File: src/rtl/adder_pkg.sv
// Shared definitions for the FIFO-fed adder sequencer: state encodings and common widths.
package adder_pkg;

    localparam int unsigned DATA_W_DEF = 32;
    localparam int unsigned CNT_W      = 2;

    typedef enum logic [1:0] {
        IDLE = 2'b00,
        EXEC = 2'b01,
        OUT  = 2'b10,
        DONE = 2'b11
    } state_t;

endpackage

File: src/rtl/adder_seq_acc.sv
// Accumulator with sticky carry-out; clear has priority over accumulate.
module adder_seq_acc
    import adder_pkg::*;
#(
    parameter int unsigned DATA_W = DATA_W_DEF
) (
    input  logic              clk,
    input  logic              reset_n,
    input  logic              clr,
    input  logic              en,
    input  logic [DATA_W-1:0] din,
    output logic [DATA_W-1:0] acc,
    output logic              ovf
);

    logic [DATA_W:0] sum;

    assign sum = {1'b0, acc} + {1'b0, din};

    always_ff @(posedge clk or negedge reset_n) begin
        if (!reset_n) begin
            acc <= '0;
            ovf <= 1'b0;
        end else if (clr) begin
            acc <= '0;
            ovf <= 1'b0;
        end else if (en) begin
            acc <= sum[DATA_W-1:0];
            ovf <= ovf | sum[DATA_W];
        end
    end

endmodule

File: src/rtl/adder_seq_ctrl.sv
// Sequencer: pops OPND_N operands from a show-ahead FIFO, accumulates them,
// writes the sum to the register file at an auto-incrementing address, then pulses op_done.
module adder_seq_ctrl
    import adder_pkg::*;
#(
    parameter int unsigned DATA_W = DATA_W_DEF,
    parameter int unsigned OPND_N = 2,
    parameter int unsigned ADDR_W = 4
) (
    input  logic              clk,
    input  logic              reset_n,
    input  logic              op_start,
    input  logic              op_clear,
    input  logic              fifo_empty,
    input  logic [DATA_W-1:0] fifo_rd_data,
    output logic              fifo_read,
    output logic              Register_we,
    output logic [ADDR_W-1:0] Register_addr,
    output logic [DATA_W-1:0] out_result,
    output logic              ovf,
    output logic              op_done,
    output logic [1:0]        state,
    output logic [1:0]        count
);

    localparam logic [CNT_W-1:0] OPND_C = CNT_W'(OPND_N);

    state_t             state_q, state_d;
    logic [CNT_W-1:0]   count_q;
    logic [ADDR_W-1:0]  wr_ptr_q;
    logic               start_go;

    always_comb begin
        state_d     = state_q;
        fifo_read   = 1'b0;
        Register_we = 1'b0;
        op_done     = 1'b0;
        start_go    = 1'b0;
        case (state_q)
            IDLE: begin
                if (op_start) begin
                    state_d  = EXEC;
                    start_go = 1'b1;
                end
            end
            EXEC: begin
                if (!fifo_empty && (count_q < OPND_C)) begin
                    fifo_read = 1'b1;
                    if (count_q + CNT_W'(1) == OPND_C) state_d = OUT;
                end
            end
            OUT: begin
                Register_we = 1'b1;
                state_d     = DONE;
            end
            DONE: begin
                op_done = 1'b1;
                state_d = IDLE;
            end
            default: state_d = IDLE;
        endcase
        // Clear overrides every transition and suppresses any pop or write this cycle
        if (op_clear) begin
            state_d     = IDLE;
            fifo_read   = 1'b0;
            Register_we = 1'b0;
            start_go    = 1'b0;
        end
    end

    always_ff @(posedge clk or negedge reset_n) begin
        if (!reset_n) begin
            state_q  <= IDLE;
            count_q  <= '0;
            wr_ptr_q <= '0;
        end else begin
            state_q <= state_d;
            if (op_clear) begin
                count_q  <= '0;
                wr_ptr_q <= '0;
            end else begin
                if (start_go) count_q <= '0;
                else if (fifo_read) count_q <= count_q + CNT_W'(1);
                if (Register_we) wr_ptr_q <= wr_ptr_q + ADDR_W'(1);
            end
        end
    end

    adder_seq_acc #(
        .DATA_W (DATA_W)
    ) u_acc (
        .clk     (clk),
        .reset_n (reset_n),
        .clr     (op_clear | start_go),
        .en      (fifo_read),
        .din     (fifo_rd_data),
        .acc     (out_result),
        .ovf     (ovf)
    );

    assign state         = state_q;
    assign count         = count_q;
    assign Register_addr = wr_ptr_q;

endmodule

File: config.mk
export PLATFORM = sky130hd
export DESIGN_NAME = adder_seq_ctrl
export DESIGN_NICKNAME = d
export VERILOG_FILES = /design/src/rtl/adder_pkg.sv /design/src/rtl/adder_seq_acc.sv /design/src/rtl/adder_seq_ctrl.sv
export SDC_FILE = /design/constraint.sdc
export NUM_CORES = 1
export LEC_CHECK = 0
export CORE_MARGIN = 2
export CORE_UTILIZATION = 56
export DETAILED_ROUTE_END_ITERATION = 16
export DONT_BUFFER_PORTS = 1
export HOLD_SLACK_MARGIN = 0.03
export PLACE_DENSITY = 0.71
export REMOVE_ABC_BUFFERS = 1
export SYNTH_ARGS = -nofsm -noshare
export SYNTH_HDL_FRONTEND = slang
export SYNTH_SLANG_ARGS = --single-unit
File: constraint.sdc
create_clock -name clk -period 7.3 [get_ports clk]
set_input_delay 0.73 -clock clk [delete_from_list [all_inputs] [get_ports clk]]
set_output_delay 0.73 -clock clk [all_outputs]
set_load 0.1 [all_outputs]
# --- After elaboration in Yosys (flattened, before gate mapping) ---
# Index checks and enable logic that the tools add are counted.
op_classes:
  addsub: 3
  order_cmp: 1
  eq_ne: 7
  n_mux: 23
  bitwise: 2
  n_reduce_logical: 7
ops:
  columns: ["cell", "count"]
  rows:
  - ["32-bit two-way mux", 2]
  - ["32-bit by 32-bit adder with 33-bit output", 1]
  - ["2-bit two-way mux", 7]
  - ["1-bit two-way mux", 11]
  - ["3-bit inequality test, second input constant", 3]
  - ["4-bit two-way mux", 2]
  - ["2-bit one-hot mux with 4 select lines", 1]
  - ["2-bit == test, second input constant", 3]
  - ["4-bit by 1-bit adder with 4-bit output, second input constant", 1]
  - ["2-bit nonzero test", 2]
  - ["3-bit AND reduction", 1]
  - ["3-bit nonzero test", 1]
  - ["2-bit by 1-bit adder with 2-bit output, second input constant", 1]
  - ["2-bit by 1-bit == test with 1-bit output, second input constant", 1]
  - ["2-bit logical NOT", 1]
  - ["2-bit < comparator, second input constant", 1]
  - ["1-bit OR", 2]
  - ["1-bit logical AND", 1]
  - ["1-bit logical NOT", 1]
word_totals:
  ff_bits: 41
  input_bits: 37
  output_inout_bits: 44
  word_cells: 48

# --- Logic depth before layout (Yosys ltp) ---
logic_depth:
  word_depth: 8
  depth_mapped: 10
  mapped_depth_nobuf: 10

# --- Cells and area by module ---
# From an unflattened synthesis, not the netlist that was laid out.
unflattened:
  hier_cells: 426
  hier_area_um2: 3616.0
modules_own_cells:
  columns: ["mod", "instances", "cells_per_inst", "area_each_um2", "seq_area_each_um2"]
  rows:
  - ["adder_seq_acc", 1, 380, 3118.0, 825.8]
  - ["adder_seq_ctrl", 1, 46, 498.0, 200.2]

# --- Least setup slack after synthesis ---
# OpenSTA, ideal clock, no wires.
synth_timing:
  path_kind: "register -> output"
  startpoint: "register state_q[0] (netlist: state[0])"
  endpoint: "output fifo_read"
  t_arrival_ps: 3020
  required_time_ps: 6570
  path_slack_ps: 3550
  path_stages_with_launch: 6
  path_buffers: 2
  path_cell_list: "dfrtp_1 > ha_1 > nand2_1 > clkbuf_1 > clkbuf_1 > nor2_1"
synth_between:
  elab_chain_len: 3
synth_lines:
  columns: ["element", "line", "text"]
  rows:
  - ["start: declaration", "adder_seq_ctrl.sv:28", "state_t state_q, state_d;"]
  - ["start signal: assignment", "adder_seq_ctrl.sv:77", "state_q <= state_d;"]
  - ["2-bit by 1-bit == test with 1-bit output", "adder_seq_ctrl.sv:39", "case (state_q)"]
  - ["1-bit two-way mux", "adder_seq_ctrl.sv:39", null]
  - ["1-bit two-way mux", "adder_seq_ctrl.sv:63", "if (op_clear) begin"]
  - ["end: declaration", "adder_seq_ctrl.sv:16", "output logic fifo_read,"]
# No other way between the ends.

# --- Final worst setup path ---
# Same ends and word-level chain as after synthesis.

==> flow_summary.toml <==
[floorplanning]
ioPinCount = 81
chipWidth_um = 84.0
initial_core_util_pct = 57.0
core_region_area_um2 = 6280
die_y_um = 84.0
floorplan.rows = 29
dieArea_um2 = 7050

[timing]
worst_slew_margin_rel_pct = 29.0
holdWs_ps = 107
rsz0062_at_grt = "no"
period_share_pct = 52.3
fmax_mhz = 262
hold_viol_final = 0
max_slew.worst_pin.slew_ps = 1060
finClkSkew_ps = 7.52
min_period_ps = 3810
slew_violations = 0
setup_viol = 0
setup_tns_ps = 0

[critical_path]
path_max_fanout = 21
cp.required_ps = 6570
cpPeakStageDelay_ps = 1010
path_class = "reg2out"
r2r_setup_slack_ps = 3780
arrival_ps = 3080
r2r_end = "u_acc.acc[28]"
critical_path.startpoint_type = "flop"
critPathSlowestCell = "nor2_2"
crit_end = "fifo_read"
startpoint = "state[0]"
regToRegStartpoint = "u_acc.acc[0]"
endpoint_kind = "output port"
r2r_cells = 10
path_cells = "ha_1 -> nand2_1 -> nor2_2"

[pwr]
power_density_nw_per_um2 = 272
switchingPower_uw = 537
ir_worst_vdd_mv = 0.222
p_leak_uw = 0.00169
pwr-share-comb_pct = 33.3
clkPwrFrac_pct = 19.0
p_seq_share_pct = 47.7
swShare_pct = 53.1
p_int_uw = 475

[route]
drt_iter0_markers = 157
ant_nets = 0
drt-total-wl_mm = 8.49
firstDrtPassIters = 4
drt-vias-per-instance = 6.21
wl_per_cell_um = 17.0
vias = 3103
drc_errors = 0

[job]
drv_cap = 0

[yosys]
ys_warn_count = 0
netlist_area_um2 = 3580
synth_largest_area_cell = "dfrtp_1"
synth_seq_cells = 41
avgSynthCellArea_um2 = 8.33
yosys-top-cells-count = "nand2_1, a21oi_1, dfrtp_1, ha_1, nor2_1"
async_flop_share_pct = 100
netlist_instances = 430
synth_top_area_share_pct = 28.7
synthDistinctLibCells = 64
yosys-top-cells-area = "dfrtp_1, ha_1, a21oi_1"
yosysSeqAreaShare_pct = 28.7
synthMostInstantiatedCell = "nand2_1"
synth_edf_count = 0
ys.flop_type = "dfrtp_1"

[worst_hold_path]
hp-class = "in2async"

[grt]
grt_overflow = 0
grt_pass1_vias = 3099
grt_max_degree = 42
grt_antenna_before_repair = 0
grt_pass1_wl_mm = 14.5
track_usage_pct = 25.1

[cells_and_area]
multi_input_area_um2 = 2440
area_growth_pct = 4.05
num-fill-cells = 583
drive_gt1_share_pct = 7.80
regArea_um2 = 1030
n_antenna_cell = 0
fin_nets = 499

[clock_network]
cts_setup_buffers = 0
cts_buffers = 5
cts.sink_count = 41
cts-root-buf = "clkbuf_8"
cts_resized = 0
path_clk_slew_ps = 90
h-tree-depth = 2
ctsLongestPathBuffers = 2
cts_tree = "yes"
ctsHoldBuffers = 0
clk_latency_ps = 300

[run_status]
status = "complete, no violations"

[placed_design]
finalWeightedCongestion = 0.856
hpwl_mm = 6.31
io_buffers = 0
[metrics by stage]
step                      std cells  total power, uW  utilization [%]  instance area [um2]  setup slack, ps
after floorplan                 414              750                -                 3500             3660
after global placement          492              816             57.5                 3610             3820
after detailed placement        492              822             57.5                 3610             3790
after CTS                       500             1020             59.4                 3730             3460
after global routing            500             1070             59.4                 3730             3340
final                           500             1010             59.4                 3730             3490
[area by class of cell]
| cell class | count | area share (%) |
|---|---|---|
| clock buffers | 5 | 1.85 |
| clock inverters | 3 | 1.24 |
| inverters | 11 | 1.11 |
| multi-input cells | 362 | 65.5 |
| flip-flops and latches | 41 | 27.5 |
| well taps | 77 | 2.59 |
| repair buffers | 1 | 0.201 |
[worst max-delay path: cells and delay by family, from the launching register on]
family | cells | cell delay, ps
simple gates | 2 | 1470
fa+ha+maj | 1 | 310
flops | 1 | 1000
[cell families after synthesis]
kind of cell    after synthesis  share of synthesized area, %
simple gates                149                          19.5
flops                        41                          28.7
buf+inv                      27                          3.35
compound gates              147                          27.7
xor+xnor                     20                          4.89
fa+ha+maj                    40                          14.2
mux                           6                          1.68
[flip-flops by register name, indices dropped and copies added (netlist names)]
signal	flops
count	2
state	2
Register_addr	4
u_acc.acc	32
u_acc.ovf	1
[how the worst min path moves through the flow]
stage                     startpoint  depth (start not counted)          endpoint
after global placement       reset_n                          0     u_acc.acc[17]
after floorplan              reset_n                          0  Register_addr[0]
after global routing         reset_n                          0     u_acc.acc[18]
after CTS                    reset_n                          0     u_acc.acc[17]
final                        reset_n                          0     u_acc.acc[17]
after detailed placement     reset_n                          0     u_acc.acc[17]
[cell usage in the layout, fill, tap and decap left out, drive strengths merged, types with 2 or more instances in the layout]
| cell | instances |
|---|---|
| and2b | 2 |
| a221oi | 2 |
| nand4 | 10 |
| a211oi | 12 |
| clkbuf | 5 |
| o211ai | 6 |
| a211o | 3 |
| o21a | 5 |
| or4 | 2 |
| and3 | 4 |
| a21o | 13 |
| inv | 11 |
| mux2i | 6 |
| ha | 39 |
| o22ai | 2 |
| a32o | 3 |
| dfrtp | 41 |
| o21bai | 5 |
| o2111ai | 3 |
| a21oi | 49 |
| xor2 | 9 |
| a31oi | 3 |
| nand3 | 8 |
| and2 | 5 |
| nor2b | 4 |
| o31ai | 2 |
| nor2 | 38 |
| o21ai | 32 |
| or3 | 6 |
| xnor2 | 11 |
| nand2 | 57 |
| nor3 | 9 |
[power by group through the flow]
stage | clock [uW] | sequential [uW] | combinational, uW
floorplan | 0 | 479 | 270
global placement | 0 | 487 | 329
detailed placement | 0 | 488 | 334
CTS | 200 | 483 | 336
global route | 205 | 488 | 382
finish | 193 | 483 | 336
[per-layer routing]
layer / wire length [um] / up-vias / GRT usage [%] / part of all wire [%]
met2: 3970 / 96 / 41.6 / 47
li1: - / 1563 / - / -
met3: 575 / 10 / 6.23 / 6.8
met1: 3830 / 1434 / 32.0 / 45
met5: 0 / - / 0 / 0
met4: 116 / 0 / 8.50 / 1.4
Note: power is estimated with default switching activity, not from simulation.
